[src/rtl/decode_queue_pkg.sv]
// Shared decode definitions: opcode constants, operation codes and the
// decoded-field bundle carried from the field extractor to the output register.
package decode_queue_pkg;

  localparam logic [6:0] I_TYPE = 7'b0010011;
  localparam logic [6:0] L_TYPE = 7'b0000011;
  localparam logic [6:0] R_TYPE = 7'b0110011;
  localparam logic [6:0] S_TYPE = 7'b0100011;
  localparam logic [6:0] B_TYPE = 7'b1100011;
  localparam logic [6:0] LUI    = 7'b0110111;
  localparam logic [6:0] AUIPC  = 7'b0010111;
  localparam logic [6:0] JAL    = 7'b1101111;
  localparam logic [6:0] JALR   = 7'b1100111;
  localparam logic [6:0] FENCE  = 7'b0001111;
  localparam logic [6:0] SYSTEM = 7'b1110011;

  localparam logic [4:0] ZERO = 5'd0;

  typedef enum logic [3:0] {
    OP_NOP    = 4'd0,
    OP_ALU_I  = 4'd1,
    OP_LOAD   = 4'd2,
    OP_ALU_R  = 4'd3,
    OP_STORE  = 4'd4,
    OP_BRANCH = 4'd5,
    OP_LUI    = 4'd6,
    OP_AUIPC  = 4'd7,
    OP_JAL    = 4'd8,
    OP_JALR   = 4'd9
  } oper_t;

  typedef struct packed {
    oper_t      op;
    logic       en_rx;
    logic       en_ry;
    logic       en_w;
    logic [4:0] rs_x;
    logic [4:0] rs_y;
    logic [4:0] rd;
    logic       illegal;
  } dec_t;

  // Idle decode: no operation, no register traffic, not flagged illegal.
  function automatic dec_t dec_none();
    dec_t d;
    d.op      = OP_NOP;
    d.en_rx   = 1'b0;
    d.en_ry   = 1'b0;
    d.en_w    = 1'b0;
    d.rs_x    = ZERO;
    d.rs_y    = ZERO;
    d.rd      = ZERO;
    d.illegal = 1'b0;
    return d;
  endfunction

endpackage

[src/rtl/decode_fields.sv]
// Combinational field extractor: opcode class, register addresses, enables and
// sign-extended immediate; zero latency, no handshake.
module decode_fields
  import decode_queue_pkg::*;
#(
  parameter int XLEN = 32,
  parameter int ILEN = 32
) (
  input  logic [ILEN-1:0] inst,
  output dec_t            dec,
  output logic [XLEN-1:0] imm
);

  logic [6:0]      opc;
  logic [4:0]      f_rd;
  logic [4:0]      f_rs1;
  logic [4:0]      f_rs2;
  logic [XLEN-1:0] imm_i;
  logic [XLEN-1:0] imm_s;
  logic [XLEN-1:0] imm_b;
  logic [XLEN-1:0] imm_u;
  logic [XLEN-1:0] imm_j;
  logic            unused_funct3;

  assign opc   = inst[6:0];
  assign f_rd  = inst[11:7];
  assign f_rs1 = inst[19:15];
  assign f_rs2 = inst[24:20];

  assign unused_funct3 = ^inst[14:12];

  assign imm_i = XLEN'($signed(inst[31:20]));
  assign imm_s = XLEN'($signed({inst[31:25], inst[11:7]}));
  assign imm_b = XLEN'($signed({inst[31], inst[7], inst[30:25], inst[11:8], 1'b0}));
  assign imm_u = XLEN'($signed({inst[31:12], 12'b0}));
  assign imm_j = XLEN'($signed({inst[31], inst[19:12], inst[20], inst[30:21], 1'b0}));

  always_comb begin
    dec = dec_none();
    imm = '0;
    case (opc)
      I_TYPE, L_TYPE: begin
        dec.op    = (opc == I_TYPE) ? OP_ALU_I : OP_LOAD;
        dec.en_rx = 1'b1;
        dec.en_w  = 1'b1;
        dec.rs_x  = f_rs1;
        dec.rd    = f_rd;
        imm       = imm_i;
      end
      R_TYPE: begin
        dec.op    = OP_ALU_R;
        dec.en_rx = 1'b1;
        dec.en_ry = 1'b1;
        dec.en_w  = 1'b1;
        dec.rs_x  = f_rs1;
        dec.rs_y  = f_rs2;
        dec.rd    = f_rd;
      end
      S_TYPE, B_TYPE: begin
        dec.op    = (opc == S_TYPE) ? OP_STORE : OP_BRANCH;
        dec.en_rx = 1'b1;
        dec.en_ry = 1'b1;
        dec.rs_x  = f_rs1;
        dec.rs_y  = f_rs2;
        imm       = (opc == S_TYPE) ? imm_s : imm_b;
      end
      LUI, AUIPC: begin
        dec.op   = (opc == LUI) ? OP_LUI : OP_AUIPC;
        dec.en_w = 1'b1;
        dec.rd   = f_rd;
        imm      = imm_u;
      end
      JAL: begin
        dec.op   = OP_JAL;
        dec.en_w = 1'b1;
        dec.rd   = f_rd;
        imm      = imm_j;
      end
      // The jump base travels on the y read port.
      JALR: begin
        dec.op    = OP_JALR;
        dec.en_ry = 1'b1;
        dec.en_w  = 1'b1;
        dec.rs_y  = f_rs1;
        dec.rd    = f_rd;
        imm       = imm_i;
      end
      FENCE, SYSTEM: begin
        dec = dec_none();
      end
      default: begin
        dec.illegal = 1'b1;
      end
    endcase
    if (dec.rd == ZERO) begin
      dec.en_w = 1'b0;
    end
  end

endmodule

[src/rtl/decode_queue.sv]
// Fetch buffer of DEPTH entries feeding a registered decode stage; one cycle
// push-to-output via bypass when empty; in_ready drops only when the buffer is full.
module decode_queue
  import decode_queue_pkg::*;
#(
  parameter int DEPTH = 4,
  parameter int XLEN  = 32,
  parameter int ILEN  = 32
) (
  input  logic            clk,
  input  logic            rst_n,
  input  logic            rdy,
  input  logic            flush,
  input  logic            in_valid,
  output logic            in_ready,
  input  logic [XLEN-1:0] in_pc,
  input  logic [ILEN-1:0] in_inst,
  output logic            out_valid,
  input  logic            out_ready,
  output logic [XLEN-1:0] pc_out,
  output logic [XLEN-1:0] imm,
  output oper_t           op,
  output logic            en_rx,
  output logic            en_ry,
  output logic            en_w,
  output logic [4:0]      rs_x,
  output logic [4:0]      rs_y,
  output logic [4:0]      rd,
  output logic            illegal
);

  localparam int AW = $clog2(DEPTH);
  localparam int CW = AW + 1;
  localparam logic [CW-1:0] DEPTH_C = CW'(DEPTH);

  logic [AW-1:0]   wr_ptr_q, wr_ptr_d;
  logic [AW-1:0]   rd_ptr_q, rd_ptr_d;
  logic [CW-1:0]   count_q, count_d;
  logic [XLEN-1:0] pc_mem_q [DEPTH];
  logic [XLEN-1:0] pc_mem_d [DEPTH];
  logic [ILEN-1:0] inst_mem_q [DEPTH];
  logic [ILEN-1:0] inst_mem_d [DEPTH];

  logic            out_valid_q, out_valid_d;
  dec_t            dec_q, dec_d;
  logic [XLEN-1:0] pc_out_q, pc_out_d;
  logic [XLEN-1:0] imm_q, imm_d;

  logic            has_head;
  logic            push;
  logic            pop;
  logic            load;
  logic            rd_en;
  logic            bypass;
  logic            wr_en;
  logic [XLEN-1:0] sel_pc;
  logic [ILEN-1:0] sel_inst;
  dec_t            sel_dec;
  logic [XLEN-1:0] sel_imm;

  assign in_ready = (count_q < DEPTH_C);
  assign has_head = (count_q != '0);
  assign push     = in_valid && in_ready && rdy && !flush;
  assign pop      = out_valid_q && out_ready && rdy;
  // The output register refills whenever it is empty or being consumed.
  assign load     = rdy && !flush && (!out_valid_q || pop);
  assign rd_en    = load && has_head;
  assign bypass   = load && !has_head && push;
  assign wr_en    = push && !bypass;

  assign sel_pc   = has_head ? pc_mem_q[rd_ptr_q]   : in_pc;
  assign sel_inst = has_head ? inst_mem_q[rd_ptr_q] : in_inst;

  decode_fields #(
    .XLEN (XLEN),
    .ILEN (ILEN)
  ) u_fields (
    .inst (sel_inst),
    .dec  (sel_dec),
    .imm  (sel_imm)
  );

  always_comb begin
    wr_ptr_d   = wr_ptr_q;
    rd_ptr_d   = rd_ptr_q;
    count_d    = count_q;
    pc_mem_d   = pc_mem_q;
    inst_mem_d = inst_mem_q;
    if (rdy && flush) begin
      wr_ptr_d = '0;
      rd_ptr_d = '0;
      count_d  = '0;
    end else begin
      if (wr_en) begin
        pc_mem_d[wr_ptr_q]   = in_pc;
        inst_mem_d[wr_ptr_q] = in_inst;
        wr_ptr_d             = wr_ptr_q + AW'(1);
      end
      if (rd_en) begin
        rd_ptr_d = rd_ptr_q + AW'(1);
      end
      case ({wr_en, rd_en})
        2'b10:   count_d = count_q + CW'(1);
        2'b01:   count_d = count_q - CW'(1);
        default: count_d = count_q;
      endcase
    end
  end

  always_comb begin
    out_valid_d = out_valid_q;
    dec_d       = dec_q;
    pc_out_d    = pc_out_q;
    imm_d       = imm_q;
    if (rdy && flush) begin
      out_valid_d = 1'b0;
    end else if (load) begin
      out_valid_d = has_head || push;
      if (has_head || push) begin
        dec_d    = sel_dec;
        pc_out_d = sel_pc;
        imm_d    = sel_imm;
      end
    end
  end

  always_ff @(posedge clk or negedge rst_n) begin
    if (!rst_n) begin
      wr_ptr_q    <= '0;
      rd_ptr_q    <= '0;
      count_q     <= '0;
      out_valid_q <= 1'b0;
      dec_q       <= dec_none();
      pc_out_q    <= '0;
      imm_q       <= '0;
      for (int i = 0; i < DEPTH; i++) begin
        pc_mem_q[i]   <= '0;
        inst_mem_q[i] <= '0;
      end
    end else begin
      wr_ptr_q    <= wr_ptr_d;
      rd_ptr_q    <= rd_ptr_d;
      count_q     <= count_d;
      out_valid_q <= out_valid_d;
      dec_q       <= dec_d;
      pc_out_q    <= pc_out_d;
      imm_q       <= imm_d;
      pc_mem_q    <= pc_mem_d;
      inst_mem_q  <= inst_mem_d;
    end
  end

  assign out_valid = out_valid_q;
  assign pc_out    = pc_out_q;
  assign imm       = imm_q;
  assign op        = dec_q.op;
  assign en_rx     = dec_q.en_rx;
  assign en_ry     = dec_q.en_ry;
  assign en_w      = dec_q.en_w;
  assign rs_x      = dec_q.rs_x;
  assign rs_y      = dec_q.rs_y;
  assign rd        = dec_q.rd;
  assign illegal   = dec_q.illegal;

endmodule

[config.mk]
export PLATFORM = sky130hd
export DESIGN_NAME = decode_queue
export DESIGN_NICKNAME = d
export VERILOG_FILES = /design/src/rtl/decode_queue_pkg.sv /design/src/rtl/decode_fields.sv /design/src/rtl/decode_queue.sv
export SDC_FILE = /design/constraint.sdc
export NUM_CORES = 1
export LEC_CHECK = 0
export BUFFER_PORTS_ARGS = -buffer_cell sky130_fd_sc_hd__buf_4
export CAP_MARGIN = 15
export CORE_UTILIZATION = 45
export CTS_BUF_LIST = sky130_fd_sc_hd__clkbuf_4 sky130_fd_sc_hd__clkbuf_8
export DETAILED_ROUTE_END_ITERATION = 16
export MAX_ROUTING_LAYER = met4
export PLACE_DENSITY = 0.64
export REMOVE_ABC_BUFFERS = 1
export SYNTH_ARGS = -nofsm -noshare
export SYNTH_HDL_FRONTEND = slang
export SYNTH_SLANG_ARGS = --single-unit
[constraint.sdc]
create_clock -name clk -period 4.2 [get_ports clk]
set_input_delay 0.63 -clock clk [delete_from_list [all_inputs] [get_ports clk]]
set_output_delay 0.63 -clock clk [all_outputs]
set_load 0.02 [all_outputs]
==> impl.org, run 1 <==
** Timing
- Slew at the pin closest to its max-slew limit :: 1.09 ns
- Slew HR :: 0.270
- Unrepaired setup endpoints after global routing :: no
- The count of final max-slew check failures was 0.
- Setup-violating endpoint count in the final report :: 0
- Of the available clock period, the critical path in the final layout requires 0.707.
- Setup_tns :: 0 ns
- Post-layout minimum cycle time :: 2.97 ns
- Clock skew on the completed layout was measured at about 0.012 ns.
- The number of hold violations in the final report was 0.
- Maximum achievable frequency :: between 0.3 and 0.4 GHz

** Finish
- Of the cells placed in the final design, the portion with a size suffix greater than 1 is 0.457.
- Commonest cells after routing, fill and taps aside :: sky130_fd_sc_hd__dfrtp_1, sky130_fd_sc_hd__mux2_2, sky130_fd_sc_hd__buf_4
- The repair_antennas step left the layout with diodes totalling 0.
- Most common library cell in the layout ignoring fill and taps :: sky130_fd_sc_hd__dfrtp_1
- Layout Area Growth over Synthesis :: 17.7%
- After the flow finishes, the layout carries non-filler instances totaling 1855.
- Final core utilization :: 0.538
- After the last flow step, the layout net total stands at ~1400.

** Route
- For this block, the initial DRC count from the detailed router was 500.
- Number of vias per cell :: approximately 5.5
- Average wire length per cell after detail routing :: roughly 20 um
- Overall via count from detail_route :: approximately 10000
- WL final :: approximately 37 mm
- Antenna violation net count after detailed routing :: 0
- Residual DRC count :: 0
- Number of iterations in the first detailed-routing pass :: 5

** GRT
- The via count of the first global-routing pass was 10900.
- The first global-routing pass estimated between 60 and 70 mm of wire.
- Total congestion overflow :: 0
- Initial antenna violation count :: 0
- Across every metal layer, demand over resource in global routing totals 0.220.
- Pin count of the biggest net entering global routing :: 91

** Floorplan
- Die Y-Extent :: about 190 um
- I/O pin count :: around 160
- Std-Cell Rows :: approximately 70
- The die is roughly 190 um wide.
- Area of the core :: 35500 um2
- Die Area :: between 30000 and 40000 um2
- The initial utilization of the core area, before any placement, comes to 0.457.

** Synthesis
- Sorting the synthesized cells by area gives the leading types as sky130_fd_sc_hd__dfrtp_1, sky130_fd_sc_hd__mux2_2, sky130_fd_sc_hd__mux4_2.
- For this run, the number of Yosys warnings is 0.
- Number of instances in the synthesized netlist :: roughly 1200
- Share of synthesized registers carrying an async set or reset :: 1.00
- Combined area of all synthesized cells :: approximately 16000 um2
- Register area share after synthesis :: 0.542
- After synthesis the netlist holds a flip-flop and latch count of 351.
- sky130_fd_sc_hd__dfrtp_1 takes more of the synthesized area than any other cell.
- Synthesis instantiated 61 different standard cells from the library.
- Post-synth EDFFs :: 0
- Primary FF master, synth :: sky130_fd_sc_hd__dfrtp_1
- Of the post-synthesis cell area, the dominant cell type holds 0.542.
- Syn avg cell area :: 13.6 um2

** Critical path
- At the worst endpoint, the required time is 4.68 ns.
- The most critical setup path has its startpoint at rd_ptr_q[1].
- Critical Path AT :: about 3.5 ns
- Of all nets on the critical path, the largest fanout is 39.
- Reg-to-Reg Start :: rd_ptr_q[1]
- Type of element launching the critical path :: flop
- The worst setup path is captured at a flop.
- Path type of the worst setup path :: reg -> reg

** Placement
- HPWL Detailed :: 23.7 mm
- Once placement completed, the tool counted placed cells totaling ~1700.
- Count of input and output buffers :: 158
- Gpl congestion :: about 0.83

** Clocking
- After clock tree synthesis, the clock-pin slew on the worst setup and hold paths is approximately 0.060 ns.
- CTS saw 351 sinks.
- # H-tree levels :: 2
- For the worst-skew pair, the clock arrives at the later sink with an insertion delay of 0.59 ns.
- TritonCTS built the clock tree.
- The tree is rooted in a sky130_fd_sc_hd__clkbuf_8.
- Maximum buffer depth of the clock tree :: 3
- After clock tree synthesis, the repair step resized 0 gates.
- The number of hold buffers added after CTS was 0.
- Post-CTS setup-driven buffer insertion count :: 0
- Number of buffers inserted during clock tree synthesis :: 60

** Job
- Max-cap violations in this run came to 0.

** Worst hold path
- The min-delay analysis places its worst path in the category in -> async.

** Pwr
- IR drop worst, VDD :: 260 uV
- PwrDens :: about 490 nW/um2
- Overall power after layout :: 9390 uW
- Leakage power summed over all cells :: a little over 0.009 uW

** Outcome
- Run status :: finished, final reports clean
## metal layers
metal  up-vias  global-route usage  wire, um
met2       252               0.352     18200
met3        58              0.0376      1860
met4         0              0.0540       648
li1       4671                   -         -
met1      5306               0.291     16700
met5         -                   -         0
## flip-flops by register name (all words and copies together) (netlist names)
signal,cells
count_q,3
en_rx,1
en_ry,1
en_w,1
illegal,1
imm,32
inst_mem_q,128
op,4
out_valid,1
pc_mem_q,128
pc_out,32
rd,5
rd_ptr_q,2
rs_x,5
rs_y,5
wr_ptr_q,2
## where the power goes
part | switching (uW) | internal, uW
Sequential | 309 | 3910
Combinational | 963 | 1090
Clock | 1340 | 1780
Total | 2610 | 6780
## synthesized netlist by cell type (all sizes together), types with 4 or more instances
library cell and count:
a31oi 4, a22o 6, ha 4, and3 5, mux4 64, mux2 264, o31ai 6, nor3 9
nand3 9, inv 12, clkbuf 27, dfrtp 351, o32a 5, o21ai 96, nor2 16, mux2i 51
a21oi 25, or3 5, buf 52, nand2 124, nand2b 10, o22a 5
## worst max-delay path, cell delays in order, from the launching register on
cell and delay [ns]:
sky130_fd_sc_hd__dfrtp_4 0.76, sky130_fd_sc_hd__buf_4 0.64, sky130_fd_sc_hd__mux4_2 0.40, sky130_fd_sc_hd__mux2i_1 0.33, sky130_fd_sc_hd__nor2_1 0.12, sky130_fd_sc_hd__mux2_1 0.31, sky130_fd_sc_hd__a21oi_1 0.15, sky130_fd_sc_hd__o21ai_1 0.08
## path summary, 6_finish.rpt
path | to | slack, ns | cells after the start
setup / recovery | imm[11] | 1.23 | 7
setup reg to reg | imm[11] | 1.23 | 7
min in group clk | wr_ptr_q[0] | 0.27 | 2
max in group asynchronous | pc_out[28] | 3.13 | 2
hold reg to reg | pc_out[24] | 0.48 | 2
hold / removal | inst_mem_q[110] | 0.06 | 1
## logic make-up after synthesis
family / Yosys count / synth area share
buffers and inverters: 91 / 0.0281
XOR/XNOR: 5 / 0.00270
AO/OA/AOI/OAI: 167 / 0.0649
adder cells (fa/ha/maj): 5 / 0.00432
flip-flops: 351 / 0.542
AND/OR/NAND/NOR: 191 / 0.0534
multiplexers: 379 / 0.305
## area by class of cell
class                   count  area (um2)
clock buffers             100        1200
flip-flops and latches    351        8790
multi-input cells         747        7020
well taps                 461         577
repair buffers            178        1410
inverters                  12        45.0
clock inverters             6        33.8
fillers                  3041       16400
## metrics by stage
stage / setup slack, ns / hold slack (ns) / cell area, um2
after CTS: 1.19 / 0.0725 / 19100
after global placement: 1.28 / 0.461 / 17800
after detailed placement: 1.22 / 0.472 / 17800
after global routing: 1.04 / 0.0968 / 19100
final: 1.23 / 0.0640 / 19100
after floorplan: -3.69 / 0.334 / 15800
Power figures use the tool's default switching activity.
==> inputs of run 2 (changes only) <==
--- a/config.mk
+++ b/config.mk
@@ -11,7 +11,7 @@
 export CTS_BUF_LIST = sky130_fd_sc_hd__clkbuf_4 sky130_fd_sc_hd__clkbuf_8
 export DETAILED_ROUTE_END_ITERATION = 16
 export MAX_ROUTING_LAYER = met4
-export PLACE_DENSITY = 0.64
+export PLACE_DENSITY = 0.67
 export REMOVE_ABC_BUFFERS = 1
 export SYNTH_ARGS = -nofsm -noshare
 export SYNTH_HDL_FRONTEND = slang
==> constraint.sdc (replaced) <==
create_clock -name clk -period 2.67 [get_ports clk]
set_input_delay 0.4005 -clock clk [delete_from_list [all_inputs] [get_ports clk]]
set_output_delay 0.4005 -clock clk [all_outputs]
set_load 0.02 [all_outputs]
==> impl.org, run 2 (synthesized netlist as in run 1, its figures left out) <==
** Outcome
- Run status :: finished, final reports clean

** Finish
- The layout net count was 1478 (+3.7%).
- The layout cell share with drive strength beyond 1 is 0.459 (+0.00215).
- The antenna diode instance count came to 0 (unchanged).
- The top cell types in the final layout, fill and taps aside, are sky130_fd_sc_hd__dfrtp_1, sky130_fd_sc_hd__mux2_2, sky130_fd_sc_hd__buf_4.
- Registers with the most flip-flops :: inst_mem_q (128), pc_mem_q (128)
- Compared with the post-synthesis result, the final layout area differs by 22.0%.
- Leaving out fill and tap cells, the most frequent cell in the layout is sky130_fd_sc_hd__dfrtp_1.

** Clocking
- The clock latency of the later-clocked register in the worst-skew pair was 0.64 ns (+0.05 ns).
- TritonCTS built the clock tree.
- The CTS H-tree depth is 2 (unchanged).
- Maximum buffer depth of the clock tree :: 3 (unchanged)
- Post-CTS setup-driven buffer insertion count :: 0 (unchanged)
- The clock buffer count from CTS is 60 (unchanged).
- In this run the clock root is driven by a sky130_fd_sc_hd__clkbuf_8.
- Clk pin slew, worst setup/hold paths :: 0.06 ns (about the same)
- The total number of clock tree sinks is 351 (unchanged).

** Critical path
- The required time of the worst setup path came to 3.18 ns (-1.50 ns).
- Critical-path maximum fanout :: 19 (-51%)
- The data arrival time of the worst path is 3.04 ns (-0.41 ns).
- STA classifies the critical path endpoint as a flop.
- The startpoint identified for the worst register-to-register timing path is rd_ptr_q[0].
- The slack of the worst reg-to-reg path is 0.14 ns (-1.09 ns).
- The worst reg2reg path depth came to 7 (unchanged).
- Path type of the worst setup path :: reg -> reg
- R2r endpoint :: imm[0]
- STA classifies the critical path startpoint as a flop.

** Route
- The number of remaining DRC errors was 0 (unchanged).
- Number of vias per cell :: 5.48 (-1.2%)
- The post-route met1 wirelength came to 16.4 mm (-1.5%).
- Number of iterations in the first detailed-routing pass :: 5 (unchanged)
- Overall via count from detail_route :: 10500 (+2.0%)
- The routed length on met3 was 1.81 mm (-3.1%).
- The highest layer touched by signal routing is met4.
- Average wire length per cell after detail routing :: 19.4 um (-3.9%)
- WL final :: 37.1 mm (-0.75%)
- Antenna violation net count after detailed routing :: 0 (unchanged)
- Met2 routed WL :: 18.2 mm (+0.50%)
- The number of DRC markers in iteration 0 came to 522 (+4.4%).

** GRT
- Global-route wire length before repair :: 60.7 mm (-0.81%)
- Total Routing Usage GR :: 0.218 (-0.00225)
- The initial antenna violation count came to 0 (unchanged).
- Via count of the first global-routing pass :: 10900 (+0.65%)
- Total congestion overflow :: 0 (unchanged)
- Pin count of the biggest net entering global routing :: 77 (-15%)

** Pwr
- The power density over cell area is 774 nW/um2 (+57%).
- Overall power after layout :: 15300 uW (+63%)
- Leakage power summed over all cells :: 0.00941 uW (+3.7%)
- The worst supply voltage drop on vdd is 535 uV (+110%).

** Worst hold path
- End of the worst hold path :: inst_mem_q[22]
- Along the worst hold path, the cell count comes to 2.
- In this run the most critical hold path is launched from in_inst[22].
- Hold/Removal Path Class :: in -> reg

** Timing
- The number of setup violations in the final report was 0 (unchanged).
- The maximum clock skew at final layout was 0.0495 ns (+0.0372 ns).
- Setup repair after global routing left no endpoint under its margin.
- The relative slew slack came to 0.507 (+0.237).
- The maximum operating frequency came to 0.395 GHz (+17%).
- The transition time at the pin with the least slew margin came to 0.732 ns (-0.363 ns).
- Setup_tns :: 0 ns (unchanged)
- The final critical-path share of the clock period came to 0.948 (+0.241).
- The final period demand of the worst path came to 2.53 ns (-0.438 ns).
- Worst hold margin :: 0.0442 ns (-0.0198 ns)
- The number of hold violations in the final report was 0 (unchanged).
- The count of final max-slew check failures was 0 (unchanged).

** Floorplan
- Std-Cell Rows :: 69 (unchanged)
- Area of the core :: 35500 um2 (unchanged)
- The die width was 192 um (unchanged).
- The initial standard-cell utilization of the core was 0.457 (unchanged).
- The number of primary I/O pins is 159 (unchanged).
- Die Y-Extent :: 192 um (unchanged)
- The area enclosed by the die boundary is 36800 um2 (unchanged).

** Job
- Max-capacitance violation count :: 0 (unchanged)

** Placement
- The port buffer count was 158 (unchanged).
- The post-DP HPWL is 24.0 mm (+1.3%).
- Gpl congestion :: 0.849 (+1.8%)
==> run 2: metrics by stage <==
stage / worst slack (ns) / utilization / area [um2] / std cells
after floorplan: -5.22 / - / 15800 / 1110
after global placement: 0.175 / 0.509 / 18100 / 1771
after global routing: 0.00433 / 0.557 / 19800 / 1916
after CTS: 0.122 / 0.557 / 19800 / 1916
final: 0.140 / 0.557 / 19800 / 1916
after detailed placement: 0.139 / 0.509 / 18100 / 1771
==> run 2: area by class of cell <==
class,count,area [um2]
fillers,2989,15700
flip-flops and latches,351,8790
multi-input cells,747,7020
repair buffers,231,1940
clock buffers,104,1280
well taps,461,577
clock inverters,10,115
inverters,12,45.0
==> run 2: repair_timing <==
item                       4_1_cts  5_1_grt
hold endpoints to repair       152        0
resized for setup                0        2
hold buffers                    31        0
setup endpoints to repair        0       11
==> run 2: how the worst max path moves through the flow <==
stage                            from  endpoint  slack (ns)  depth (start not counted)
final                     rd_ptr_q[0]    imm[0]        0.14                          7
after global routing      rd_ptr_q[0]   imm[11]       0.004                          7
after CTS                 rd_ptr_q[0]   imm[20]        0.12                          7
after detailed placement  rd_ptr_q[0]   imm[20]        0.14                          7
after global placement    rd_ptr_q[0]   imm[20]        0.18                          7
after floorplan            count_q[2]      en_w       -5.22                          5
==> run 2: worst max-delay path: stages (launching register included) <==
cell and delay (ns):
sky130_fd_sc_hd__dfrtp_4 0.57, sky130_fd_sc_hd__buf_12 0.24, sky130_fd_sc_hd__mux4_2 0.51, sky130_fd_sc_hd__mux2i_1 0.39
sky130_fd_sc_hd__nor2_1 0.12, sky130_fd_sc_hd__a311oi_1 0.33, sky130_fd_sc_hd__o32a_1 0.20, sky130_fd_sc_hd__o21ai_1 0.05
==> run 2: power by group <==
| part | internal [uW] | leakage (uW) | switching (uW) | total, uW |
|---|---|---|---|---|
| Combinational | 1790 | 0.00394 | 1540 | 3330 |
| Sequential | 6150 | 0.00474 | 442 | 6590 |
| Clock | 3210 | 0.000740 | 2180 | 5390 |
| Total | 11100 | 0.00941 | 4170 | 15300 |
==> run 2: metal layers <==
layer	up-vias	global-route usage
li1	4800	-
met1	5394	0.286
met2	244	0.348
met3	57	0.0387
met4	0	0.0583
met5	-	-
